==> config.mk <==
export PLATFORM = sky130hd
export DESIGN_NAME = zorro_cycle_master
export DESIGN_NICKNAME = d
export VERILOG_FILES = /design/src/rtl/zorro_cycle_master.sv
export SDC_FILE = /design/constraint.sdc
export NUM_CORES = 1
export LEC_CHECK = 0
export BUFFER_PORTS_ARGS = -buffer_cell sky130_fd_sc_hd__buf_2
export CAP_MARGIN = 20
export CORE_MARGIN = 2
export CORE_UTILIZATION = 35
export CTS_BUF_LIST = sky130_fd_sc_hd__clkbuf_2
export DETAILED_ROUTE_END_ITERATION = 10
export HOLD_SLACK_MARGIN = 0.06
export PLACE_DENSITY_LB_ADDON = 0.08
export SLEW_MARGIN = 0
export SYNTH_ARGS = -nofsm -noshare
export SYNTH_HDL_FRONTEND = slang
export SYNTH_SLANG_ARGS = --single-unit
==> constraint.sdc <==
create_clock -name CLK -period 4.35 [get_ports CLK]
set_input_delay 1.0875 -clock CLK [delete_from_list [all_inputs] [get_ports CLK]]
set_output_delay 1.0875 -clock CLK [all_outputs]
set_load 0.05 [all_outputs]
==> src/rtl/zorro_cycle_master.sv <==
// Zorro-style asynchronous bus cycle master: turns single-cycle requests into a
// handshaked AS/UDS/LDS bus cycle with DTACK/BERR termination and a timeout.
module zorro_cycle_master #(
    parameter int unsigned TIMEOUT = 64
) (
    input  logic        CLK,
    input  logic        RESET,
    input  logic        req,
    input  logic [22:0] req_addr,
    input  logic        req_wr,
    input  logic [1:0]  req_be,
    input  logic [15:0] req_wdata,
    output logic        busy,
    output logic        ack,
    output logic        err,
    output logic [15:0] rdata,
    output logic [22:0] ADDR,
    output logic        AS_n,
    output logic        UDS_n,
    output logic        LDS_n,
    output logic        RW,
    output logic [15:0] DOUT,
    output logic        DOE,
    input  logic [15:0] DIN,
    input  logic        DTACK_n,
    input  logic        BERR_n
);

    localparam int unsigned TW = $clog2(TIMEOUT) + 1;
    localparam logic [TW-1:0] TLast = TW'(TIMEOUT - 1);

    typedef enum logic [2:0] {
        StIdle, StAddr, StAssert, StStrobe, StWait, StEnd, StHold
    } state_e;

    state_e        state_q, state_d;
    logic [TW-1:0] timer_q, timer_d, timer_inc;
    logic          dtack_meta_q, dtack_s;
    logic          berr_meta_q, berr_s;
    logic [22:0]   addr_q;
    logic          wr_q;
    logic [1:0]    be_q;
    logic [15:0]   wdata_q;
    logic [15:0]   rdata_q;
    logic          err_q, err_d;
    logic          bad_q, bad_d;
    logic          accept, capture;

    // State register, synchronisers and datapath registers
    always_ff @(posedge CLK) begin
        if (RESET) begin
            state_q      <= StIdle;
            timer_q      <= '0;
            dtack_meta_q <= 1'b1;
            dtack_s      <= 1'b1;
            berr_meta_q  <= 1'b1;
            berr_s       <= 1'b1;
            addr_q       <= '0;
            wr_q         <= 1'b0;
            be_q         <= 2'b00;
            wdata_q      <= '0;
            rdata_q      <= '0;
            err_q        <= 1'b0;
            bad_q        <= 1'b0;
        end else begin
            state_q      <= state_d;
            timer_q      <= timer_d;
            dtack_meta_q <= DTACK_n;
            dtack_s      <= dtack_meta_q;
            berr_meta_q  <= BERR_n;
            berr_s       <= berr_meta_q;
            err_q        <= err_d;
            bad_q        <= bad_d;
            if (accept) begin
                addr_q  <= req_addr;
                wr_q    <= req_wr;
                be_q    <= req_be;
                wdata_q <= req_wdata;
            end
            if (capture) begin
                rdata_q <= DIN;
            end
        end
    end

    // Saturating increment; the timer must never wrap back to zero
    assign timer_inc = (timer_q == {TW{1'b1}}) ? timer_q : timer_q + TW'(1);

    always_comb begin
        state_d = state_q;
        timer_d = timer_q;
        err_d   = err_q;
        bad_d   = 1'b0;
        accept  = 1'b0;
        capture = 1'b0;
        case (state_q)
            StIdle: begin
                if (req) begin
                    if (req_be != 2'b00) begin
                        accept  = 1'b1;
                        state_d = StAddr;
                    end else begin
                        bad_d = 1'b1;
                        err_d = 1'b1;
                    end
                end
            end
            StAddr:   state_d = StAssert;
            StAssert: state_d = StStrobe;
            StStrobe: begin
                state_d = StWait;
                timer_d = '0;
            end
            StWait: begin
                timer_d = timer_inc;
                if (!berr_s) begin
                    err_d   = 1'b1;
                    state_d = StEnd;
                end else if (!dtack_s) begin
                    err_d   = 1'b0;
                    capture = !wr_q;
                    state_d = StEnd;
                end else if (timer_q == TLast) begin
                    err_d   = 1'b1;
                    state_d = StEnd;
                end
            end
            StEnd: begin
                state_d = StHold;
                timer_d = '0;
            end
            StHold: begin
                timer_d = timer_inc;
                if ((dtack_s && berr_s) || timer_q == TLast) begin
                    state_d = StIdle;
                end
            end
            default: state_d = StIdle;
        endcase
    end

    logic as_on, ds_on, cyc_on, drive_on;

    always_comb begin
        as_on    = (state_q == StAssert) || (state_q == StStrobe) || (state_q == StWait);
        // Reads drop data strobes with AS; writes wait one cycle after DOE
        ds_on    = wr_q ? ((state_q == StStrobe) || (state_q == StWait)) : as_on;
        cyc_on   = as_on || (state_q == StAddr) || (state_q == StEnd);
        drive_on = as_on || (state_q == StEnd);
        busy     = (state_q != StIdle);
        ack      = bad_q || (state_q == StEnd);
        err      = ack && err_q;
        AS_n     = !as_on;
        UDS_n    = !(ds_on && be_q[1]);
        LDS_n    = !(ds_on && be_q[0]);
        RW       = !(cyc_on && wr_q);
        DOE      = drive_on && wr_q;
        ADDR     = addr_q;
        DOUT     = wdata_q;
        rdata    = rdata_q;
    end

endmodule

Yosys cells after proc, flatten, opt, wreduce, memory -nomap -nowiden
Cells that the tools add are included.
{"block": "classes", "eq_ne": 14, "n_bitwise": 2, "reduce_logical": 30, "muxes": 23, "addsub": 1}
{"cell": "$pmux W3 S7", "count": 1}
{"cell": "$mux W3", "count": 6}
{"cell": "$pmux W7 S2", "count": 1}
{"cell": "$mux W1", "count": 13}
{"cell": "$ne A2 B2 Y1 const B", "count": 5}
{"cell": "$eq A3 B3 Y1 const B", "count": 3}
{"cell": "$logic_or A1 B1 Y1", "count": 8}
{"cell": "$reduce_and A4 Y1", "count": 2}
{"cell": "$add A7 B1 Y7 const B", "count": 1}
{"cell": "$eq A7 B6 Y1 const B", "count": 1}
{"cell": "$eq A7 B7 Y1 const B", "count": 1}
{"cell": "$mux W7", "count": 1}
{"cell": "$eq A3 B2 Y1 const B", "count": 2}
{"cell": "$logic_and A1 B1 Y1", "count": 6}
{"cell": "$reduce_bool A2 Y1", "count": 3}
{"cell": "$logic_not A1 Y1", "count": 5}
{"cell": "$ne A4 B4 Y1 const B", "count": 1}
{"cell": "$reduce_or A2 Y1", "count": 2}
{"cell": "$eq A3 B1 Y1 const B", "count": 1}
{"cell": "$logic_not A3 Y1", "count": 1}
{"cell": "$reduce_bool A3 Y1", "count": 1}
{"cell": "$reduce_or A3 Y1", "count": 1}
{"cell": "$not A1 Y1", "count": 2}
{"cell": "$pmux W1 S2", "count": 1}
{"cell": "$reduce_and A2 Y1", "count": 1}
{"block": "word_totals", "reg_bits": 74, "elab_cells": 83, "in_bits": 63}

Logic depth before layout (Yosys ltp)
Gate-level depths: netlist of run 1.
{"block": "logic_depth", "depth_word": 7, "ltp_mapped": 7, "mapped_depth_nobuf": 5}

Worst setup path after synthesis of run 1
OpenSTA, ideal clock, no wires.
{"block": "synth_timing", "path_type": "register to output", "from": "register state_q[0]", "to": "output err", "t_arrival_ns": 2.108, "path_slack_ns": 1.155, "stages_incl_launch_ff": 5, "path_cell_list": "dfxtp_1 > clkbuf_1 > inv_1 > o21bai_1 > and2_1"}
{"block": "synth_between", "elab_chain_cells": 3}
{"item": "start, declared", "line": "36", "text": "state_e state_q, state_d;"}
{"item": "start signal, assigned", "line": "52", "text": "state_q <= StIdle;"}
{"item": "start signal, assigned", "line": "66", "text": "state_q <= state_d;"}
{"item": "$eq A3 B3 Y1", "line": "151", "text": "ack = bad_q || (state_q == StEnd);"}
{"item": "$logic_or A1 B1 Y1", "line": "151"}
{"item": "net ack", "line": "14", "text": "output logic ack,"}
{"item": "$logic_and A1 B1 Y1", "line": "152", "text": "err = ack && err_q;"}
{"item": "end, declared", "line": "15", "text": "output logic err,"}
The timed path passes the listed nets, and every way through them passes these cells.

Worst setup path after layout of run 1
{"block": "layout_timing", "from": "register state_q[2]", "to": "output err"}
{"block": "layout_between", "elab_chain_cells": 3}
{"item": "$eq A3 B3 Y1", "line": "151"}
{"item": "$logic_or A1 B1 Y1", "line": "151"}
{"item": "$logic_and A1 B1 Y1", "line": "152"}
Every way passes these cells.

==> summary.md, run 1 <==
| Metric | Value |
|---|---|
| Clk buf depth | 2 |
| CTS tree | yes |
| Final Hold Vio Count | 0 |
| Vias | 2,618 |
| Top cells by count, synth | 97 x nand2_1, 74 x dfxtp_1, 49 x a21oi_1, 24 x nor2_1, 16 x mux2i_1 |
| CTS Buf Count | 9 |
| Hpwl dp | 4.94 mm |
| Post-synth top area cell | dfxtp_1 |
| CTS root buffer | clkbuf_2 |
| WP depth | 4 |
| Largest net degree at the start of global routing | 50 |
| Peak supply drop | 0.000163 V |
| Drt total wl | 7.11 mm |
| Port Buf Inserts | 125 |
| Initial antenna violation count | 0 |
| Hold_buf cts | 0 |
| Share of layout cells above drive strength 1 | 33.0% |
| Initial DRC Count | 86 |
| CTS clock-pin slew for the worst setup and hold paths | 0.19 ns |
| Static Leakage | 1.61 nW |
| Final ANT Viol Nets | 0 |
| GRT Total Usage | 16.4% |
| Worst Tran Pin Value | 0.884 ns |
| Die Wd | 94.0 um |
| CTS Sinks | 74 |
| Flops & latches, synth | 74 |
| Buf/Inv on CP | 1 |
| Kind of critical path | flip-flop to output port |
| Register area share after synthesis | 52.2% |
| Outcome | finished clean |
| Vias in the first global route | 2,395 |
| Area grow syn2layout | 28.2% |
| Final Util | 46.6% |
| Number of synthesized flops with an enable pin | 0 |
| # resized after CTS | 0 |
| H-tree depth | 3 |
| Cell area after layout | 0.00364 mm^2 |
| PD cells | 410 mW/mm^2 |
| DP Area | 0.00352 mm^2 |
| Pins Over Slew Limit | 0 |
| FF+latch area | 0.00148 mm^2 |
| Hold Path End | dtack_s$_SDFF_PP1_ |
| R2r setup slk | 2.45 ns |
| Area of the multi-input gates | 0.00125 mm^2 |
| Fin crit period | 3.03 ns |
| Die ar. | 0.00884 mm^2 |
| Hold Startpoint | dtack_meta_q$_SDFF_PP1_ |
| CP max FO | 14 |
| Count of final setup violators | 0 |
| Fin worst setup slack | 1.32 ns |
| Post-Syn Area | 0.00284 mm^2 |
| Remaining DRCs | 0 |
| Number of top-level pins | 126 |
| Total power | 1.49 mW |
| Drt first pass iters | 4 |
| Core area | 0.00781 mm^2 |
| Reg2Reg Depth | 5 |
| First-pass GRT wire length | 11.3 mm |
| Setup Fix Bufs, Post-CTS | 0 |
| Critical Path, Cell by Cell | nand2b_1, o21bai_1, and2_1, buf_2 |
| Delay-heaviest family, CP | flip-flops |
| Max-capacitance violation count | 0 |
| Initial Utilization | 36.3% |
| Pre-CTS WS | 1.87 ns |
| Worst hold stages | 1 |
| Synth top area share | 52.2% |
| Slew HR | 41.0% |
| Critical R2R Launch | state_q[2]$_SDFFE_PP0P_ |
| Period utilization | 69.7% |
| Mapped Cells | 337 |
| Rows | 32 |
| Worst hold path type | flip-flop to flip-flop |
| Worst Path Arrival | 1.94 ns |
| Synth warn | 0 |
| Antenna diodes | 0 |
| Average size of a mapped cell | 8.42 um^2 |
| WL per Instance | 12.6 um |
| CP max-delay cell | dfxtp_1 |
| Skew final | 0.0308 ns |
| Unrepaired setup endpoints after global routing | no |
| Crit. End Element | output port |
| Clk_lat worst skew | 0.50 ns |
| Crit-path max cell delay | 0.68 ns |
| FFs w/ async S/R, synth | 0% |
| GRT overflow | 0 |
| Mapped Nets | 401 |
| Ys flop type | dfxtp_1 |
| Max Freq | 0.330 GHz |
| GPL Wtd Cong | 0.757 |
| Top cells by area, synth | dfxtp_1 52%, nand2_1 13%, a21oi_1 8.6% |
| Via/cell ratio | 4.65 |
| Count leader, synth | nand2_1 |
| FF-to-FF End | rdata[7]$_SDFFE_PP0P_ |
| Die H | 94.0 um |
| Critical path launch point type | flip-flop |
| CP required | 3.26 ns |
| Nets | 520 |
| Unique masters post-synth | 37 |
| Setup TNS Final | 0 ns |
| Filler instances | 832 |
==> stage by stage <==
| step | hold WS, ns | std cells |
|---|---|---|
| floorplan | 0.389 | 337 |
| global placement | 0.396 | 547 |
| detailed placement | 0.395 | 547 |
| CTS | 0.447 | 563 |
| global route | 0.462 | 563 |
| finish | 0.441 | 563 |
==> power breakdown <==
group | internal [mW] | switching, mW | total (mW)
Combinational | 0.0972 | 0.256 | 0.353
Sequential | 0.722 | 0.0339 | 0.756
Clock | 0.136 | 0.245 | 0.382
==> cells in the final DEF (no fill, tap or decap), types with 2 or more instances in the layout <==
master    synthesis  final
buf_2             2    125
nand2_1          97     97
dfxtp_1          74     74
a21oi_1          49     49
nor2_1           24     24
mux2i_1          16     16
clkbuf_2          0     10
nand3_1           7      7
nand2b_1          4      4
o21ai_0           4      4
or2_2             4      4
buf_4             5      4
inv_1             3      3
o21a_1            3      3
nor3_1            3      3
and2_1            2      2
nor2b_1           2      2
o21ai_1           3      2
xor2_1            2      2
nor4b_4           1      2
a211oi_1          2      2
a311oi_1          2      2
clkinv_2          0      2
==> layout make-up <==
class,instances,area share (%)
clock buffer,10,1.38
clock inverter,6,1.79
inverter,3,0.310
multi-input combinational,239,34.3
sequential,74,40.7
tap,102,3.51
timing repair buffer,129,18.0
==> routing by layer <==
layer	GRT usage (%)	vias to the layer above	part of all wire [%]
met4	6.88	0	1.5
met5	0	-	0
li1	-	1363	-
met1	20.1	1166	44
met3	6.58	10	8.5
met2	25.5	79	46
==> kinds of logic after synthesis <==
kind of cell	count (synthesis)	share of synthesized area, %
compound gates	68	13.2
xor+xnor	2	0.617
fa+ha+maj	1	0.441
buf+inv	24	4.32
flops	74	52.2
mux	16	5.64
simple gates	152	23.5
==> worst max path at each step <==
stage / endpoint / slack [ns] / startpoint
floorplan: err / 1.15 / state_q[0]$_SDFFE_PP0P_
CTS: err / 1.30 / state_q[2]$_SDFFE_PP0P_
detailed placement: err / 1.87 / state_q[2]$_SDFFE_PP0P_
global route: err / 1.12 / state_q[2]$_SDFFE_PP0P_
global placement: bad_q$_SDFF_PP0_ / 1.90 / RESET
finish: err / 1.32 / state_q[2]$_SDFFE_PP0P_
==> flip-flops by register name (all words and copies together) (netlist names) <==
register / count
rdata: 16
err_q: 1
be_q: 2
DOUT: 16
ADDR: 23
wr_q: 1
dtack_meta_q: 1
berr_s: 1
bad_q: 1
berr_meta_q: 1
dtack_s: 1
state_q: 3
timer_q: 7
No activity file was read; power rests on OpenSTA's default activity.
==> run 2, diff against run 1 <==
==> constraint.sdc (replaced) <==
create_clock -name CLK -period 2.7 [get_ports CLK]
set_input_delay 0.675 -clock CLK [delete_from_list [all_inputs] [get_ports CLK]]
set_output_delay 0.675 -clock CLK [all_outputs]
set_load 0.05 [all_outputs]
==> run 2 against run 1 <==
Utilization rose by 0.42 points; die area unchanged; flip-flop and latch count is the same; cell area up 0.89%; sequential share of layout area down 0.26 points; worst hold slack worse by 0.059 ns; clock power is 36% higher; worst setup slack worse by 1.0 ns; global-route usage down 0.40 points; total power rose by 56%; sequential power up 61%.
==> summary.md, run 2 (same netlist as run 1, synthesis figures left out) <==
| Metric | Value |
|---|---|
| Commonest non-fill, non-tap cell in the layout | buf_2 |
| Drt first pass iters | 4 |
| Static Leakage | 1.62 nW |
| Area grow syn2layout | 29.3% |
| Fin worst setup slack | 0.278 ns |
| Power share of the clock group | 22.4% |
| Comb power frac | 25.4% |
| Skew final | 0.0210 ns |
| P_int | 1.46 mW |
| Vias | 2,570 |
| PD cells | 635 mW/mm^2 |
| Remaining DRCs | 0 |
| Via/cell ratio | 4.56 |
| Worst hold stages | 2 |
| Filler instances | 835 |
| WP depth | 5 |
| Vias in the first global route | 2,429 |
| Hold_buf cts | 0 |
| CTS clock-pin slew for the worst setup and hold paths | 0.20 ns |
| Peak supply drop | 0.000277 V |
| Crit-path max cell delay | 0.50 ns |
| Die Wd | 94.0 um |
| CTS Sinks | 74 |
| Slew HR | 72.6% |
| GRT Total Usage | 16.0% |
| Seq pwr share | 52.3% |
| Rows | 32 |
| Final Hold Vio Count | 0 |
| Initial Utilization | 36.3% |
| Worst Tran Pin Value | 0.410 ns |
| Largest net degree at the start of global routing | 59 |
| Share of layout cells above drive strength 1 | 34.0% |
| Setup TNS Final | 0 ns |
| Routed wl met3 | 426 um |
| Period utilization | 89.7% |
| GRT overflow | 0 |
| Clk_lat worst skew | 0.48 ns |
| Die H | 94.0 um |
| Outcome | finished clean |
| CTS Buf Count | 9 |
| Die ar. | 0.00884 mm^2 |
| Drt total wl | 6.99 mm |
| Worst Path Arrival | 1.75 ns |
| Met2 wire len | 3.27 mm |
| Final ANT Viol Nets | 0 |
| Antenna diodes | 0 |
| Pins Over Slew Limit | 0 |
| Critical Path, Cell by Cell | nor2b_1, o21ai_0, o21ai_1, nand2_1, buf_2 |
| Crit. End Element | output port |
| Count of final setup violators | 0 |
| Pre-CTS WS | 0.616 ns |
| Switch share | 37.2% |
| Delay-heaviest family, CP | flip-flops |
| Critical path launch point type | flip-flop |
| H-tree depth | 3 |
| CP max-delay cell | dfxtp_2 |
| Psw | 0.868 mW |
| Initial DRC Count | 67 |
| Hpwl dp | 4.87 mm |
| Buf/Inv on CP | 1 |
| First-pass GRT wire length | 11.2 mm |
| Fin crit period | 2.42 ns |
| GPL Wtd Cong | 0.765 |
| Most frequent cells in the layout | 125 x buf_2, 97 x nand2_1, 71 x dfxtp_1 |
| CP required | 2.03 ns |
| Kind of critical path | flip-flop to output port |
| Metal-1 WL | 3.20 mm |
| Clk buf depth | 2 |
| WL per Instance | 12.4 um |
| Reg2Reg Depth | 5 |
| Worst hold path type | input pin to flip-flop |
| Nets | 521 |
| Max Freq | 0.413 GHz |
| CTS root buffer | clkbuf_2 |
| Initial antenna violation count | 0 |
| Unrepaired setup endpoints after global routing | no |
| Number of top-level pins | 126 |
| Max-capacitance violation count | 0 |
| CP max FO | 10 |
| Max reg flops | 23 |
| CTS tree | yes |
| Core area | 0.00781 mm^2 |
| Port Buf Inserts | 125 |
| Top Layer Used | met4 |
==> run 2: routing by layer <==
metal | vias up | GRT usage [%]
met2 | 66 | 26.5
met5 | - | 0
met1 | 1134 | 19.8
met4 | 0 | 5.80
met3 | 7 | 4.41
li1 | 1363 | -
==> run 2: power by group through the flow <==
stage | logic [mW] | clock network (mW) | registers, mW
final | 0.591 | 0.521 | 1.22
after global routing | 0.645 | 0.604 | 1.23
after CTS | 0.585 | 0.556 | 1.22
after detailed placement | 0.583 | 0 | 1.24
after global placement | 0.579 | 0 | 1.24
after floorplan | 0.258 | 0 | 1.40
==> run 2: worst paths after layout <==
path                                              start                      to  slack (ns)
worst max register to register  state_q[0]$_SDFFE_PP0P_    ADDR[7]$_SDFFE_PP0P_        0.99
worst min-delay path                             BERR_n  berr_meta_q$_SDFF_PP1_        0.38
worst max-delay path            state_q[1]$_SDFFE_PP0P_                   LDS_n        0.28
worst min register to register   berr_meta_q$_SDFF_PP1_       berr_s$_SDFF_PP1_        0.42
==> run 2: area by class of cell <==
cell class	count	area [um^2]	share of cell area [%]
clock buffer	10	50.0	1.36
clock inverter	6	42.5	1.16
inverter	3	11.3	0.307
multi-input combinational	239	1260	34.3
sequential	74	1490	40.5
tap	102	128	3.48
timing repair buffer	130	696	19.0
==> run 2: timing repair <==
item	4_1_cts	5_1_grt
setup buffers	0	0
resized for setup	0	3
setup endpoints to repair	0	5
==> run 2: per-stage QoR <==
| step | instance area (um^2) | hold slack, ns | power (mW) | utilization [%] | instances |
|---|---|---|---|---|---|
| 3_5_place_dp | 3550 | 0.397 | 1.82 | 45.4 | 547 |
| 3_3_place_gp | 3550 | 0.393 | 1.82 | 45.4 | 547 |
| 4_1_cts | 3640 | 0.333 | 2.36 | 46.6 | 563 |
| 6_report | 3670 | 0.381 | 2.33 | 47.0 | 564 |
| 5_1_grt | 3670 | 0.333 | 2.48 | 47.0 | 564 |
| 2_1_floorplan | 2840 | 0.389 | 1.66 | - | 337 |
